$ cat src/rtl/pipe_rx_descrambler.sv
// Receive-side PCIe lane byte descrambler: Gen1/2 16-bit and Gen3+ 23-bit
// Galois LFSRs, per-byte advance/XOR gating, one-cycle registered output.
module pipe_rx_descrambler #(
    parameter logic [22:0] GEN3_SEED  = 23'h1DBFBC,
    parameter logic [15:0] GEN12_SEED = 16'hFFFF
) (
    input  logic        clk,
    input  logic        reset,
    input  logic [2:0]  GEN,
    input  logic [1:0]  LFSRSel,
    input  logic [31:0] dataIn,
    input  logic [3:0]  dataInK,
    input  logic        dataValid,
    input  logic        patternReset,
    input  logic [3:0]  advance,
    input  logic [3:0]  descramblingEnable,
    output logic [31:0] dataOut,
    output logic [3:0]  dataOutK,
    output logic        dataOutValid
);

    localparam logic [15:0] POLY12 = 16'h0039;
    localparam logic [22:0] POLY3  = 23'h210125;

    logic [15:0] r_lfsr12;
    logic [22:0] r_lfsr3;
    logic [31:0] r_data;
    logic [3:0]  r_k;
    logic        r_vld;

    logic        w_gen3;
    logic [3:0]  w_act;
    logic [15:0] w_s12;
    logic [22:0] w_s3;
    logic [7:0]  w_scr;
    logic        w_xor;
    logic [31:0] w_data;

    assign w_gen3 = (GEN >= 3'd3);

    always_comb begin
        case (LFSRSel)
            2'd0:    w_act = 4'b0001;
            2'd1:    w_act = 4'b0011;
            default: w_act = 4'b1111;
        endcase
    end

    // Bytes chain through the LFSR in order; only the selected generation's
    // register ever steps, so the other one holds its value for free.
    always_comb begin
        w_s12  = r_lfsr12;
        w_s3   = r_lfsr3;
        w_data = dataIn;
        w_scr  = '0;
        w_xor  = 1'b0;
        for (int i = 0; i < 4; i++) begin
            w_scr = '0;
            if (w_act[i] && advance[i] && !patternReset) begin
                for (int k = 0; k < 8; k++) begin
                    if (w_gen3) begin
                        w_scr[k] = w_s3[22];
                        w_s3     = {w_s3[21:0], 1'b0} ^ (w_s3[22] ? POLY3 : 23'd0);
                    end else begin
                        w_scr[k] = w_s12[15];
                        w_s12    = {w_s12[14:0], 1'b0} ^ (w_s12[15] ? POLY12 : 16'd0);
                    end
                end
            end
            w_xor = w_gen3 ? descramblingEnable[i] : ~dataInK[i];
            if (w_xor)
                w_data[8*i +: 8] = dataIn[8*i +: 8] ^ w_scr;
        end
    end

    always_ff @(posedge clk) begin
        if (reset) begin
            r_lfsr12 <= GEN12_SEED;
            r_lfsr3  <= GEN3_SEED;
            r_data   <= '0;
            r_k      <= '0;
            r_vld    <= 1'b0;
        end else if (dataValid) begin
            r_data <= w_data;
            r_k    <= dataInK;
            r_vld  <= 1'b1;
            if (patternReset) begin
                if (w_gen3) r_lfsr3  <= GEN3_SEED;
                else        r_lfsr12 <= GEN12_SEED;
            end else begin
                r_lfsr12 <= w_s12;
                r_lfsr3  <= w_s3;
            end
        end else begin
            r_vld <= 1'b0;
        end
    end

    assign dataOut      = r_data;
    assign dataOutK     = r_k;
    assign dataOutValid = r_vld;

endmodule

$ cat config.mk
export PLATFORM = sky130hd
export DESIGN_NAME = pipe_rx_descrambler
export DESIGN_NICKNAME = d
export VERILOG_FILES = /design/src/rtl/pipe_rx_descrambler.sv
export SDC_FILE = /design/constraint.sdc
export NUM_CORES = 1
export LEC_CHECK = 0
export CAP_MARGIN = 20
export CORE_MARGIN = 2
export CORE_UTILIZATION = 55
export DETAILED_ROUTE_END_ITERATION = 12
export PLACE_DENSITY = 0.76
export SETUP_SLACK_MARGIN = 0.3
export SLEW_MARGIN = 5
export SYNTH_ARGS = -nofsm -noshare
export SYNTH_HDL_FRONTEND = slang
export SYNTH_SLANG_ARGS = --single-unit
export TNS_END_PERCENT = 1
$ cat constraint.sdc
create_clock -name clk -period 10.8 [get_ports clk]
set_input_delay 2.16 -clock clk [delete_from_list [all_inputs] [get_ports clk]]
set_output_delay 2.16 -clock clk [all_outputs]
set_load 0.05 [all_outputs]
==> impl_metrics.csv, run 1 <==
group,metric,value,unit
run_status,status,"finished, final reports clean",
logic_synthesis,ys_top_cells_by_count,"183 x nor2_1, 163 x xnor2_1, 131 x nand2_1",
placed_design,placed_cells,1496,
pwr,p_leak,3.85,nW
routing,drt-pass1-iter-count,5,
routing,avgRoutedWirePerCell,24.1,µm
placed_design,io_buffer_count,89,
timing,fmaxAchievable,116,MHz
timing,post-route-period-util,79.9,%
clocking,clk-insertion-delay-late,0.36,ns
logic_synthesis,ys_ff_latch,76,
logic_synthesis,synth_cell_types,75,
pwr,pwr_density_cell,166,mW/mm²
critical_path,start_kind,"primary input",
die,io_pins,90,
logic_synthesis,avgSynthCellArea,7.19,µm²
critical_path,crit_required,11.08,ns
placed_design,finalWeightedCongestion,1.04,
critical_path,path_class,"in -> reg",
layout,nFillCells,1541,
min_path,holdCritPathClass,"reg -> reg",
timing,slew_viol_final,0,
die,initial_core_util,55.7,%
logic_synthesis,synth_warnings,0,
layout,nets,1341,
timing,final.setup.tns,0,ns
logic_synthesis,syn-cell-area,0.00914,mm²
timing,hold_violations,0,
logic_synthesis,async_flop_share,0,%
logic_synthesis,synth_flop_cell,"dfxtp_1",
clocking,cts_tree,"yes",
clocking,clk_pin_slew,0.06,ns
logic_synthesis,syn_inst,1271,
timing,tightest_slew,1.09,ns
critical_path,r2r_setup_slack,4.13,ns
logic_synthesis,synth-seq-area-share,16.6,%
clocking,hold_buffers,0,
die,die_w,133,µm
timing,fin_crit,8.63,ns
logic_synthesis,synth_edf_count,0,
clocking,cts_max_path_buffers,2,
logic_synthesis,ys_top_cells_by_area,"dfxtp_1 17%, xnor2_1 16%, xor2_1 7.7%, nor2_1 7.5%, a21oi_1 6.2%",
grt,grt_pass1_wl,55100,µm
clocking,post_cts_buffers,0,
die,die_area,0.0177,mm²
clocking,ctsResizeCount,0,
logic_synthesis,synth_area_leader_cell,"dfxtp_1",
grt,grt_start_max_net_pins,79,
routing,drc,0,
routing,vias_per_cell,6.45,
critical_path,cp_max_fo,28,
clocking,numCtsBuffers,9,
grt,antenna_found_initial,0,
die,dieHeight,133,µm
timing,relSlewSlack,27.5,%
placed_design,hpwl,27400,µm
clocking,root_buffer,"clkbuf_16",
timing,grt_setup_unrepaired,"no",
routing,num_vias,9758,
grt,grt_pass1_vias,8950,
logic_synthesis,synth_top_cell_area_share,16.6,%
timing,finalClockSkew,0.0187,ns
critical_path,crit_arrival,8.91,ns
timing,setup_viol,0,
layout,final-instance-count-excl-fill,1513,
layout,area_growth,13.7,%
die,rows,47,
routing,drtIter0Drc,1201,
die,core,0.0164,mm²
logic_synthesis,yosysMostFrequentCell,"nor2_1",
grt,grtUsageTotal,41.2,%
pwr,max-vdd-ir-drop,0.000102,V
logic_synthesis,syn_nets,1324,
clocking,ctsHtreeMaxLevel,3,
layout,drive_gt1_share,5.18,%
layout,antennaDiodeCount,0,
clocking,cts_sinks,76,
routing,routed_wirelength,36500,µm
critical_path,endpoint_kind,"register",
routing,antenna_left,0,
grt,grt_overflow,0,
job,maxCapViolations,0,
## per-stage QoR
step,utilization [%],instance area [µm²],setup slack [ns],total power [mW],hold WS [ns]
after floorplan,-,9140,3.57,1.13,0.502
after global placement,61.5,10100,2.12,1.38,0.470
after detailed placement,61.5,10100,2.06,1.38,0.469
after CTS,63.3,10400,2.40,1.70,0.481
after global routing,63.3,10400,1.93,1.81,0.498
final,63.3,10400,2.17,1.73,0.479
## worst max-delay path, cell delays in order
cell	delay, ns
clkdlybuf4s50_1	0.59
inv_1	0.27
o211ai_1	0.12
buf_4	0.25
a21oi_1	0.74
o21ai_0	0.37
nor3_1	0.83
a31oi_1	0.17
a211oi_4	0.58
xnor3_2	0.61
mux2i_1	0.16
nor2_2	0.36
xnor3_2	0.60
xor2_4	0.29
xnor3_1	0.35
a211o_1	0.30
a31oi_1	0.14
## layer usage
| layer | GRT usage (%) | up-vias | wire, µm |
|---|---|---|---|
| met5 | 0 | - | 0 |
| met4 | 23.5 | 0 | 2370 |
| met3 | 8.08 | 127 | 3960 |
| met2 | 60.4 | 649 | 15500 |
| met1 | 56.3 | 4496 | 14700 |
| li1 | - | 4486 | - |
## report_power, final
group	internal, mW	switching, mW
clock network	0.186	0.138
registers	0.301	0.0372
logic	0.450	0.617
## registers in the layout, indices dropped and copies added, names as in the netlist
register,cells
r_lfsr12,16
dataOut,32
dataOutValid,1
r_lfsr3,23
dataOutK,4
## area by class of cell
type | instances | area (µm²) | share of cell area, %
multi-input cells | 1084 | 7220 | 69.4
well taps | 220 | 275 | 2.65
repair buffers | 113 | 1060 | 10.2
inverters | 4 | 15.0 | 0.144
clock inverters | 5 | 61.3 | 0.590
clock buffers | 11 | 243 | 2.34
flip-flops and latches | 76 | 1520 | 14.6
## cells in the final DEF (no fill, tap or decap), types with 16 or more instances in the layout
cell,netlist,final
o21ai_0,82,82
clkdlybuf4s50_1,0,87
a211oi_1,37,37
xor2_1,80,80
o22ai_1,25,25
nor2_1,183,183
mux2i_1,30,30
xnor2_1,163,163
dfxtp_1,76,76
nand2_1,131,131
a21oi_1,114,113
buf_4,1,24
nor3_1,16,16
## path summary, 6_finish.rpt
| check | from | end | cells after the start |
|---|---|---|---|
| max reg2reg | r_lfsr3[18]$_SDFFE_PP1P_ | r_lfsr3[9]$_SDFFE_PP1P_ | 16 |
| min reg2reg | dataOut[30]$_SDFFE_PP0P_ | dataOut[30]$_SDFFE_PP0P_ | 2 |
| max | patternReset | r_lfsr3[9]$_SDFFE_PP1P_ | 17 |
| min | dataOut[30]$_SDFFE_PP0P_ | dataOut[30]$_SDFFE_PP0P_ | 2 |
## kinds of logic after synthesis
logic type / Yosys count / share of synthesized area, %
compound gates: 377 / 26.1
xor+xnor: 268 / 29.5
buf+inv: 111 / 4.65
flops: 76 / 16.6
mux: 36 / 4.15
simple gates: 403 / 18.9
(Power assumes the default switching activity.)
==> run 2: changes to the inputs <==
- clock period: 10.8 -> 8.9 ns (I/O delays scaled with it)
==> run 2 against run 1 <==
Largest power group unchanged. Clock power rose by 18%. Register-to-register slack got worse by 1.7 ns. Routed wire length increased by 1.1%. Setup slack worse by 0.87 ns. Non-clock buffer count increased by 7. Combinational power increased by 21%. Critical path type unchanged. Sequential cell count is the same. Highest routed layer unchanged.
==> impl_metrics.csv, run 2 (synthesis results as in run 1) <==
group,metric,value,unit
run_status,status,"finished, final reports clean",
timing,tightest_slew,1.07,ns
timing,holdWs,0.483,ns
critical_path,crit_buf_inv,3,
clocking,cts_sinks,76,
timing,post-route-period-util,85.3,%
layout,nets,1348,
pwr,switchingPower,0.980,mW
clocking,cts_max_path_buffers,2,
timing,relSlewSlack,27.5,%
timing,setup_viol,0,
routing,vias_per_cell,6.45,
critical_path,cp_cell_sequence,"clkdlybuf4s50_1, nand2b_1, buf_4, nor2_1, buf_4, a21oi_1, xnor2_1, xor2_1, xor2_1, o211ai_1, xor2_1, a21boi_1, xnor3_1, xnor2_1, o21ai_1, xor2_4, xnor3_1, a211o_1, a31oi_1",
critical_path,path_class,"in -> reg",
pwr,clkPwrFrac,18.2,%
die,core,0.0164,mm²
timing,fmaxAchievable,132,MHz
pwr,internal-power,1.11,mW
layout,drive_gt1_share,5.77,%
routing,routed_wirelength,36900,µm
placed_design,finalWeightedCongestion,1.01,
routing,drtIter0Drc,1123,
grt,antenna_found_initial,0,
die,initial_core_util,55.7,%
die,io_pins,90,
die,die_w,133,µm
critical_path,slowest_stage,"clkdlybuf4s50_1",
job,maxCapViolations,0,
clocking,ctsResizeCount,0,
pwr,max-vdd-ir-drop,0.000132,V
timing,hold_violations,0,
layout,layout_commonest_cell,"nor2_1",
die,rows,47,
routing,drc,0,
timing,fin_crit,7.59,ns
timing,grt_setup_unrepaired,"no",
critical_path,worstRegToRegCells,16,
placed_design,hpwl,27600,µm
critical_path,worstReg2RegEnd,"r_lfsr3[9]$_SDFFE_PP1P_",
routing,antenna_left,0,
timing,finalClockSkew,0.0149,ns
min_path,holdPathEnd,"dataOut[4]$_SDFFE_PP0P_",
clocking,cts_tree,"yes",
grt,grt_start_max_net_pins,79,
layout,final-instance-count-excl-fill,1520,
placed_design,placed_cells,1504,
pwr,netSwitchingFraction,46.9,%
layout,antennaDiodeCount,0,
grt,grt_pass1_vias,8972,
layout,final_util,63.5,%
min_path,min_path_cells,2,
critical_path,cp_max_fo,24,
grt,grtUsageTotal,41.9,%
min_path,hp-start,"dataOut[4]$_SDFFE_PP0P_",
timing,final.setup.tns,0,ns
critical_path,critPathLaunch,"patternReset",
min_path,holdCritPathClass,"reg -> reg",
layout,nFillCells,1474,
die,die_area,0.0177,mm²
clocking,numCtsBuffers,9,
grt,grt_overflow,0,
layout,largest_register_ffs,32,
critical_path,crit_arrival,7.89,ns
critical_path,endpoint_kind,"register",
critical_path,critPathMaxStageDelay,0.61,ns
clocking,ctsHtreeMaxLevel,3,
die,dieHeight,133,µm
critical_path,worstSetupPathDepth,19,
clocking,hold_buffers,0,
critical_path,start_kind,"primary input",
timing,slew_viol_final,0,
layout,regArea,0.00152,mm²
critical_path,crit_required,9.19,ns
layout,final_cell_mix,"183 x nor2_1, 163 x xnor2_1, 131 x nand2_1, 113 x a21oi_1, 87 x clkdlybuf4s50_1",
pwr,pwr_density_cell,200,mW/mm²
grt,grt_pass1_wl,55800,µm
routing,num_vias,9803,
routing,drt-pass1-iter-count,6,
clocking,root_buffer,"clkbuf_16",
critical_path,crit_family,"XOR/XNOR gates",
clocking,post_cts_buffers,0,
critical_path,r2r_setup_slack,2.45,ns
routing,avgRoutedWirePerCell,24.3,µm
placed_design,io_buffer_count,89,
critical_path,r2r-start,"r_lfsr3[19]$_SDFFE_PP1P_",
critical_path,crit_top_cell,"xor2_1",
layout,area_growth,14.0,%
layout,multi_input_area,0.00722,mm²
pwr,p_leak,3.88,nW
clocking,clk-insertion-delay-late,0.36,ns
pwr,combinationalPowerShare,62.0,%
clocking,clk_pin_slew,0.08,ns
pwr,p_seq_share,19.7,%
==> run 2: cell type report <==
class,count,share of cell area [%]
multi-input cells,1084,69.2
repair buffers,120,10.7
well taps,220,2.64
inverters,4,0.144
clock buffers,9,2.16
clock inverters,7,0.552
flip-flops and latches,76,14.6
==> run 2: worst max path at each step <==
stage | endpoint
floorplan | r_lfsr3[9]$_SDFFE_PP1P_
global placement | dataOut[31]$_SDFFE_PP0P_
detailed placement | r_lfsr3[9]$_SDFFE_PP1P_
CTS | r_lfsr3[9]$_SDFFE_PP1P_
global route | dataOut[31]$_SDFFE_PP0P_
finish | r_lfsr3[9]$_SDFFE_PP1P_
==> run 2: worst min-delay path: cells and delay by family, from the launching register on <==
| kind | cells | cell delay [ns] |
|---|---|---|
| AND/OR/NAND/NOR | 1 | 0.08 |
| flip-flops | 1 | 0.31 |
| AO/OA/AOI/OAI | 1 | 0.05 |
==> run 2: metrics by stage <==
stage / worst slack (ns) / total power [mW] / area (µm²)
6_report: 1.31 / 2.09 / 10400
5_1_grt: 0.978 / 2.19 / 10400
4_1_cts: 1.42 / 2.06 / 10400
3_5_place_dp: 1.06 / 1.68 / 10100
3_3_place_gp: 1.13 / 1.68 / 10100
2_1_floorplan: 2.05 / 1.37 / 9140
==> run 2: power by group through the flow <==
stage / sequential [mW] / combinational [mW] / clock [mW]
2_1_floorplan: 0.429 / 0.943 / 0
3_3_place_gp: 0.417 / 1.27 / 0
3_5_place_dp: 0.417 / 1.26 / 0
4_1_cts: 0.409 / 1.27 / 0.380
5_1_grt: 0.413 / 1.38 / 0.392
6_report: 0.412 / 1.30 / 0.381
==> run 2: layer usage <==
metal	vias to the layer above	GRT usage [%]	wire, µm
met5	-	0	0
met4	0	25.1	2510
met3	140	7.20	4120
met2	656	62.7	15600
met1	4515	56.3	14700
li1	4492	-	-
==> run 3: changes to the inputs <==
- MAX_ROUTING_LAYER: not set -> met4
- PLACE_DENSITY: 0.76 -> 0.77
- REMOVE_ABC_BUFFERS: not set -> 1
==> run 3 against run 2 <==
Die area stayed put. Non-clock buffer count decreased by 3. Register-to-register slack better by 0.03 ns. Setup slack got worse by 0.23 ns. Critical endpoint is now dataOut[31]$_SDFFE_PP0P_. Largest power group unchanged. Highest routed layer unchanged.
==> impl_metrics.csv, run 3 (synthesis results as in run 1) <==
group,metric,value,unit
layout,drive_gt1_share,5.55,%
placed_design,placed_cells,1500,
layout,antennaDiodeCount,0,
critical_path,crit_arrival,8.05,ns
timing,fmaxAchievable,128,MHz
clocking,cts_sinks,76,
die,io_pins,90,
pwr,max-vdd-ir-drop,0.000202,V
layout,area_growth,14.1,%
routing,avgRoutedWirePerCell,22.5,µm
placed_design,finalWeightedCongestion,1.06,
clocking,root_buffer,"clkbuf_16",
die,rows,47,
placed_design,hpwl,25000,µm
layout,final_cell_mix,"183 x nor2_1, 163 x xnor2_1, 131 x nand2_1, 113 x a21oi_1, 87 x clkdlybuf4s50_1",
timing,holdWs,0.481,ns
placed_design,io_buffer_count,89,
pwr,clkPwrFrac,19.3,%
clocking,numCtsBuffers,9,
timing,setup_viol,0,
layout,final_util,63.6,%
layout,layout_commonest_cell,"nor2_1",
die,die_w,133,µm
routing,drt-pass1-iter-count,6,
grt,grt_pass1_vias,8778,
layout,nets,1345,
min_path,holdCritPathClass,"reg -> reg",
grt,antenna_found_initial,0,
timing,slew_viol_final,0,
run_status,status,"finished, final reports clean",
critical_path,endpoint_kind,"register",
layout,multi_input_area,0.00722,mm²
clocking,cts_tree,"yes",
critical_path,cp_max_fo,19,
routing,antenna_left,0,
grt,grt_pass1_wl,52400,µm
timing,relSlewSlack,32.5,%
clocking,clk-insertion-delay-late,0.36,ns
pwr,netSwitchingFraction,45.8,%
layout,nFillCells,1529,
clocking,hold_buffers,0,
die,dieHeight,133,µm
pwr,p_leak,3.89,nW
job,maxCapViolations,0,
timing,grt_setup_unrepaired,"no",
clocking,clk_pin_slew,0.07,ns
timing,finalClockSkew,0.0109,ns
die,core,0.0164,mm²
grt,grtUsageTotal,39.4,%
critical_path,crit_required,9.13,ns
critical_path,start_kind,"primary input",
timing,post-route-period-util,87.9,%
timing,fin_crit,7.82,ns
routing,drc,0,
grt,grt_start_max_net_pins,79,
clocking,ctsHtreeMaxLevel,3,
routing,vias_per_cell,6.38,
grt,grt_overflow,0,
die,die_area,0.0177,mm²
timing,final.setup.tns,0,ns
clocking,ctsResizeCount,0,
critical_path,path_class,"in -> reg",
timing,tightest_slew,1.01,ns
layout,largest_register_ffs,32,
pwr,internal-power,1.14,mW
routing,num_vias,9686,
routing,routed_wirelength,34200,µm
pwr,p_seq_share,19.6,%
layout,regArea,0.00152,mm²
clocking,post_cts_buffers,0,
layout,final-instance-count-excl-fill,1517,
die,initial_core_util,55.7,%
timing,hold_violations,0,
routing,drtIter0Drc,1244,
pwr,combinationalPowerShare,61.1,%
clocking,cts_max_path_buffers,2,
pwr,pwr_density_cell,202,mW/mm²
pwr,switchingPower,0.964,mW
[run 3: cell count changes in the layout (fill, tap and decap cells not counted)]
cell        change
buf_4           -3
clkinvlp_4      -2
bufinv_16       +1
clkinv_2        -1
clkinv_4        +1
inv_8           +1
[run 3: per-stage QoR]
step	power, mW	setup WS (ns)	area [µm²]
after floorplan	1.35	-1.94	8730
after CTS	2.08	1.27	10400
after detailed placement	1.67	0.931	10100
after global placement	1.67	1.03	10100
after global routing	2.21	0.820	10400
final	2.10	1.08	10400
[run 3: worst max-delay path, stage by stage]
cell,delay [ns]
clkdlybuf4s50_1,0.58
nor2b_2,0.62
nand2_1,0.56
nor2_1,0.35
xor2_1,0.59
xnor2_1,0.25
xnor2_1,0.27
nand2_1,0.08
a22o_1,0.25
xnor3_1,0.41
xnor2_1,0.19
mux2i_4,0.44
xor2_1,0.37
xor2_1,0.38
xnor2_1,0.22
a211o_1,0.32
a2111oi_0,0.36
[run 3: layout make-up]
type / count / share of cell area [%]
clock buffers: 9 / 2.16
clock inverters: 7 / 0.840
inverters: 4 / 0.144
multi-input cells: 1084 / 69.2
flip-flops and latches: 76 / 14.6
well taps: 220 / 2.64
repair buffers: 117 / 10.5
[run 3: layer usage]
layer | share of wire (%) | global-route usage [%]
met5 | 0 | -
met1 | 43 | 54.0
met3 | 11 | 7.05
met2 | 43 | 59.0
met4 | 3.1 | 12.5
[run 3: final timing paths]
check	startpoint	end	slack, ns	cells after the start
min reg2reg	dataOut[30]$_SDFFE_PP0P_	dataOut[30]$_SDFFE_PP0P_	0.48	2
max reg2reg	r_lfsr3[20]$_SDFFE_PP1P_	dataOut[29]$_SDFFE_PP0P_	2.48	15
max	patternReset	dataOut[31]$_SDFFE_PP0P_	1.08	17
min	dataOut[30]$_SDFFE_PP0P_	dataOut[30]$_SDFFE_PP0P_	0.48	2
[run 3: power by group through the flow]
| stage | combinational, mW | clock, mW | sequential [mW] |
|---|---|---|---|
| global route | 1.38 | 0.421 | 0.414 |
| global placement | 1.25 | 0 | 0.416 |
| finish | 1.29 | 0.407 | 0.412 |
| floorplan | 0.906 | 0 | 0.447 |
| detailed placement | 1.25 | 0 | 0.417 |
| CTS | 1.26 | 0.409 | 0.409 |
